### config.mk
export PLATFORM = sky130hd
export DESIGN_NAME = counter
export DESIGN_NICKNAME = d
export VERILOG_FILES = /design/src/rtl/counter_pkg.sv /design/src/rtl/counter_if.sv /design/src/rtl/counter_sva.sv /design/src/rtl/counter.sv
export SDC_FILE = /design/constraint.sdc
export NUM_CORES = 1
export LEC_CHECK = 0
export BUFFER_PORTS_ARGS = -buffer_cell sky130_fd_sc_hd__buf_4
export CAP_MARGIN = 20
export CORE_AREA = 2 2 39 41
export CTS_CLUSTER_SIZE = 8
export DETAILED_ROUTE_END_ITERATION = 7
export DIE_AREA = 0 0 41 43
export PLACE_DENSITY = 0.54
export SYNTH_ARGS = -nofsm -noshare
export SYNTH_HDL_FRONTEND = slang
export SYNTH_SLANG_ARGS = --single-unit
export TNS_END_PERCENT = 100
### constraint.sdc
create_clock -name Clock -period 3 [get_ports Clock]
set_input_delay 0.15 -clock Clock [delete_from_list [all_inputs] [get_ports Clock]]
set_output_delay 0.15 -clock Clock [all_outputs]
set_load 0.1 [all_outputs]
### src/rtl/counter_pkg.sv
// rtl/counter_pkg.sv - shared defaults and types for the counter block
`timescale 1ns/1ps
package counter_pkg;

  // Default count width and reset load value used when a parent does not override them.
  localparam int unsigned DEFAULT_WIDTH       = 8;
  localparam int unsigned DEFAULT_RESET_VALUE = 0;

  // Count value at the default width.
  typedef logic [DEFAULT_WIDTH-1:0] count_t;

endpackage

### src/rtl/counter_if.sv
// rtl/counter_if.sv - count-enable / count-value bundle with driver, counter and observer views
`timescale 1ns/1ps
interface counter_if
  import counter_pkg::*;
#(
  parameter int unsigned WIDTH = DEFAULT_WIDTH
);

  logic             Enable;
  logic [WIDTH-1:0] Q;

  // Whoever requests counts drives Enable and watches Q.
  modport master  (output Enable, input Q);
  // The counter itself consumes Enable and produces Q.
  modport slave   (input Enable, output Q);
  // Passive observer, used by the embedded checker.
  modport monitor (input Enable, input Q);

endinterface

### src/rtl/counter_sva.sv
// rtl/counter_sva.sv - embedded assertions and coverage for the counter
`timescale 1ns/1ps
module counter_sva
  import counter_pkg::*;
#(
  parameter int unsigned WIDTH       = DEFAULT_WIDTH,
  parameter int unsigned RESET_VALUE = DEFAULT_RESET_VALUE
) (
  input logic        Clock,
  input logic        Reset,
  counter_if.monitor mon
);

  localparam logic [WIDTH-1:0] RST_Q    = RESET_VALUE[WIDTH-1:0];
  localparam logic [WIDTH-1:0] ONE      = 1;
  localparam logic [WIDTH-1:0] ALL_ONES = '1;

  // An enabled edge must advance the count by one, wrapping at the width.
  a_inc: assert property (@(posedge Clock) disable iff (Reset)
    mon.Enable |=> (mon.Q == $past(mon.Q) + ONE))
    else $error("a_inc: Q=%0h at %0t", mon.Q, $time);

  // A disabled edge must leave the count untouched.
  a_hold: assert property (@(posedge Clock) disable iff (Reset)
    !mon.Enable |=> $stable(mon.Q))
    else $error("a_hold: Q=%0h at %0t", mon.Q, $time);

  // Enable and the count must always be driven to known levels out of reset.
  a_known: assert property (@(posedge Clock) disable iff (Reset)
    !$isunknown({mon.Enable, mon.Q}))
    else $error("a_known: Q=%0h at %0t", mon.Q, $time);

  // Checked on both clock levels rather than on Reset itself, so the check never
  // races the asynchronous load that happens in the same time step as the Reset edge.
  always @(posedge Clock or negedge Clock) begin
    if (Reset) begin
      a_rst: assert (mon.Q == RST_Q)
        else $error("a_rst: Q=%0h at %0t", mon.Q, $time);
    end
  end

  c_inc: cover property (@(posedge Clock) disable iff (Reset)
    $past(mon.Enable) && (mon.Q == $past(mon.Q) + ONE));

  c_hold: cover property (@(posedge Clock) disable iff (Reset)
    !$past(mon.Enable) && $stable(mon.Q));

  c_wrap: cover property (@(posedge Clock) disable iff (Reset)
    $past(mon.Enable) && ($past(mon.Q) == ALL_ONES) && (mon.Q == '0));

  c_rst_mid_count: cover property (@(posedge Clock)
    Reset && !$past(Reset) && $past(mon.Enable));

endmodule

### src/rtl/counter.sv
// rtl/counter.sv - free-running up-counter with count enable and asynchronous reset
`timescale 1ns/1ps
module counter
  import counter_pkg::*;
#(
  parameter int unsigned WIDTH       = DEFAULT_WIDTH,
  parameter int unsigned RESET_VALUE = DEFAULT_RESET_VALUE
) (
  input  logic             Clock,
  input  logic             Reset,
  input  logic             Enable,
  output logic [WIDTH-1:0] Q
);

  localparam logic [WIDTH-1:0] RST_Q = RESET_VALUE[WIDTH-1:0];
  localparam logic [WIDTH-1:0] ONE   = 1;

  logic [WIDTH-1:0] count_q;

  // Count register: Reset loads immediately and dominates; Enable advances modulo 2^WIDTH.
  always_ff @(posedge Clock or posedge Reset) begin
    if (Reset) begin
      count_q <= RST_Q;
    end else if (Enable) begin
      count_q <= count_q + ONE;
    end
  end

  // Q is the register itself, so there is no combinational path from any input.
  assign Q = count_q;

`ifndef SYNTHESIS
  counter_if #(.WIDTH(WIDTH)) mon_if ();

  assign mon_if.Enable = Enable;
  assign mon_if.Q      = count_q;

  counter_sva #(
    .WIDTH       (WIDTH),
    .RESET_VALUE (RESET_VALUE)
  ) u_sva (
    .Clock (Clock),
    .Reset (Reset),
    .mon   (mon_if.monitor)
  );
`endif

endmodule

==> results.json <==
{
  "status": "finished clean",
  "drt_wl_total_um": 677,
  "cts-resized-gates": 0,
  "tritoncts": "yes",
  "portBuffers": 10,
  "ctsHtreeMaxLevel": 1,
  "fillers": 151,
  "start_util": 0.250,
  "drcViolationCount": 0,
  "worst-path-buf-inv": 1,
  "r2r_end": "Q[1]",
  "cp-start-kind": "flip-flop",
  "grt.total_usage": 0.100,
  "diodes": 0,
  "root_buffer": "clkbuf_4",
  "clkSinkCount": 8,
  "cts_hold_buf": 1,
  "synth_seq_cells": 8,
  "ys.warnings.count": 0,
  "syn-num-nets": 31,
  "postCtsSetupBuffers": 0,
  "syn_area_per_cell_um2": 12.8,
  "overflow": 0,
  "crit_type": "flip-flop to output port",
  "die_h_um": 43,
  "cp.required_ns": 2.85,
  "io_pins": 11,
  "drt_iter0_drc": 0,
  "crit_fanout": 5,
  "cts_buffer_depth": 2,
  "worstPathCellList": "buf_4",
  "worst_pin_slew_ns": 0.309,
  "grt_max_degree": 9,
  "dpl.hpwl_um": 495,
  "cts-buffers-inserted": 3,
  "worstPathArrival_ns": 1.01,
  "die_area_um2": 1760,
  "area_delta_synth_final_pct": 37.0,
  "endpoint_kind": "output port",
  "antenna_found_initial": 0,
  "rsz0062_at_grt": "false",
  "layout_common_cells": "buf_4, dfrtp_1, xnor2_1",
  "clkTransAtPathRegs_ns": 0.06,
  "fin_crit_sh": 0.388,
  "worstHoldEndpoint": "Q[0]",
  "ys_types": 12,
  "grt_pass1_vias": 253,
  "via_per_inst": 4.46,
  "min_from": "Enable",
  "mostFrequentLayoutCell": "buf_4",
  "r2r-start": "Q[0]",
  "place.gp.congestion": 0.786,
  "layout-drive-gt1-share": 0.390,
  "fp.dieW_um": 41,
  "cp_top_family": "flip-flops",
  "largest_reg_flops": 8,
  "insertion_delay_ns": 0.26,
  "coreArea_um2": 1380,
  "hold_path_depth": 2,
  "setup_viol": 0,
  "maxSlewViolCount": 0,
  "grt_pass1_wl_um": 1080,
  "dr.pass1.iters": 1,
  "slew_headroom": 0.794,
  "wire_per_inst_um": 11.9,
  "row_count": 14,
  "r2r_setup_slack_ns": 1.91,
  "dr_total_vias": 254,
  "antenna_left": 0,
  "finalCriticalPeriod_ns": 1.16,
  "syn_inst": 27,
  "reg2reg_depth": 2,
  "hold_viol_final": 0,
  "seq_area_frac_synth": 0.580,
  "skew_ns": 0.00523,
  "cap_violations": 0,
  "syn_area_um2": 345,
  "fmax_mhz": 858,
  "nets": 47,
  "hold_path.class": "input port to flip-flop",
  "critPathSlowestCell": "dfrtp_1",
  "tns_ns": 0,
  "cpPeakStageDelay_ns": 0.43
}
cells in the mapped netlist:
cell type	n	area, um2
and3_1	1	6.26
dfrtp_1	8	200
ha_1	1	12.5
inv_1	1	3.75
mux2_2	1	11.3
nand2_1	3	11.3
nand4_1	2	12.5
nand4_2	1	12.5
nor2_1	1	3.75
nor3_2	1	10.0
xnor2_1	4	35.0
xor2_1	3	26.3
routing by layer:
layer | GRT usage | part of all wire | vias up
met5 | 0 | 0 | -
met1 | 0.112 | 0.44 | 115
met3 | 0.0471 | 0.081 | 4
met4 | 0.100 | 0.034 | 0
met2 | 0.128 | 0.45 | 12
li1 | - | - | 123
metrics by stage:
step / util / cells / cell area (um2) / hold slack, ns / setup WS (ns)
floorplan: - / 27 / 345 / -0.0343 / 1.28
detailed placement: 0.318 / 53 / 440 / 0.124 / 1.91
global placement: 0.318 / 53 / 440 / 0.114 / 1.94
CTS: 0.342 / 57 / 473 / 0.126 / 1.83
global route: 0.342 / 57 / 473 / 0.141 / 1.79
finish: 0.342 / 57 / 473 / 0.131 / 1.84
kinds of logic after synthesis:
| group | count (synthesis) | synth area share |
|---|---|---|
| simple gates | 9 | 0.163 |
| xor+xnor | 7 | 0.178 |
| mux | 1 | 0.0326 |
| buf+inv | 1 | 0.0109 |
| flops | 8 | 0.580 |
| fa+ha+maj | 1 | 0.0362 |
worst max path at each step:
| stage | startpoint | end | cells past startpoint |
|---|---|---|---|
| floorplan | Q[0] | Q[4] | 3 |
| global placement | Q[0] | Q[1] | 2 |
| detailed placement | Q[0] | Q[1] | 2 |
| CTS | Q[2] | Q[2] | 1 |
| global route | Q[2] | Q[2] | 1 |
| finish | Q[2] | Q[2] | 1 |
final cells by class:
type	count	area, um2	share of cell area
tap	16	20.0	0.0423
timing repair buffer	11	85.1	0.180
inverter	1	3.75	0.00794
multi-input combinational	18	141	0.299
sequential	8	200	0.423
clock buffer	3	22.5	0.0476
Power is left out: the tool's default activity adds up to more than one toggle a clock period on the data nets, which glitch-free logic cannot reach.
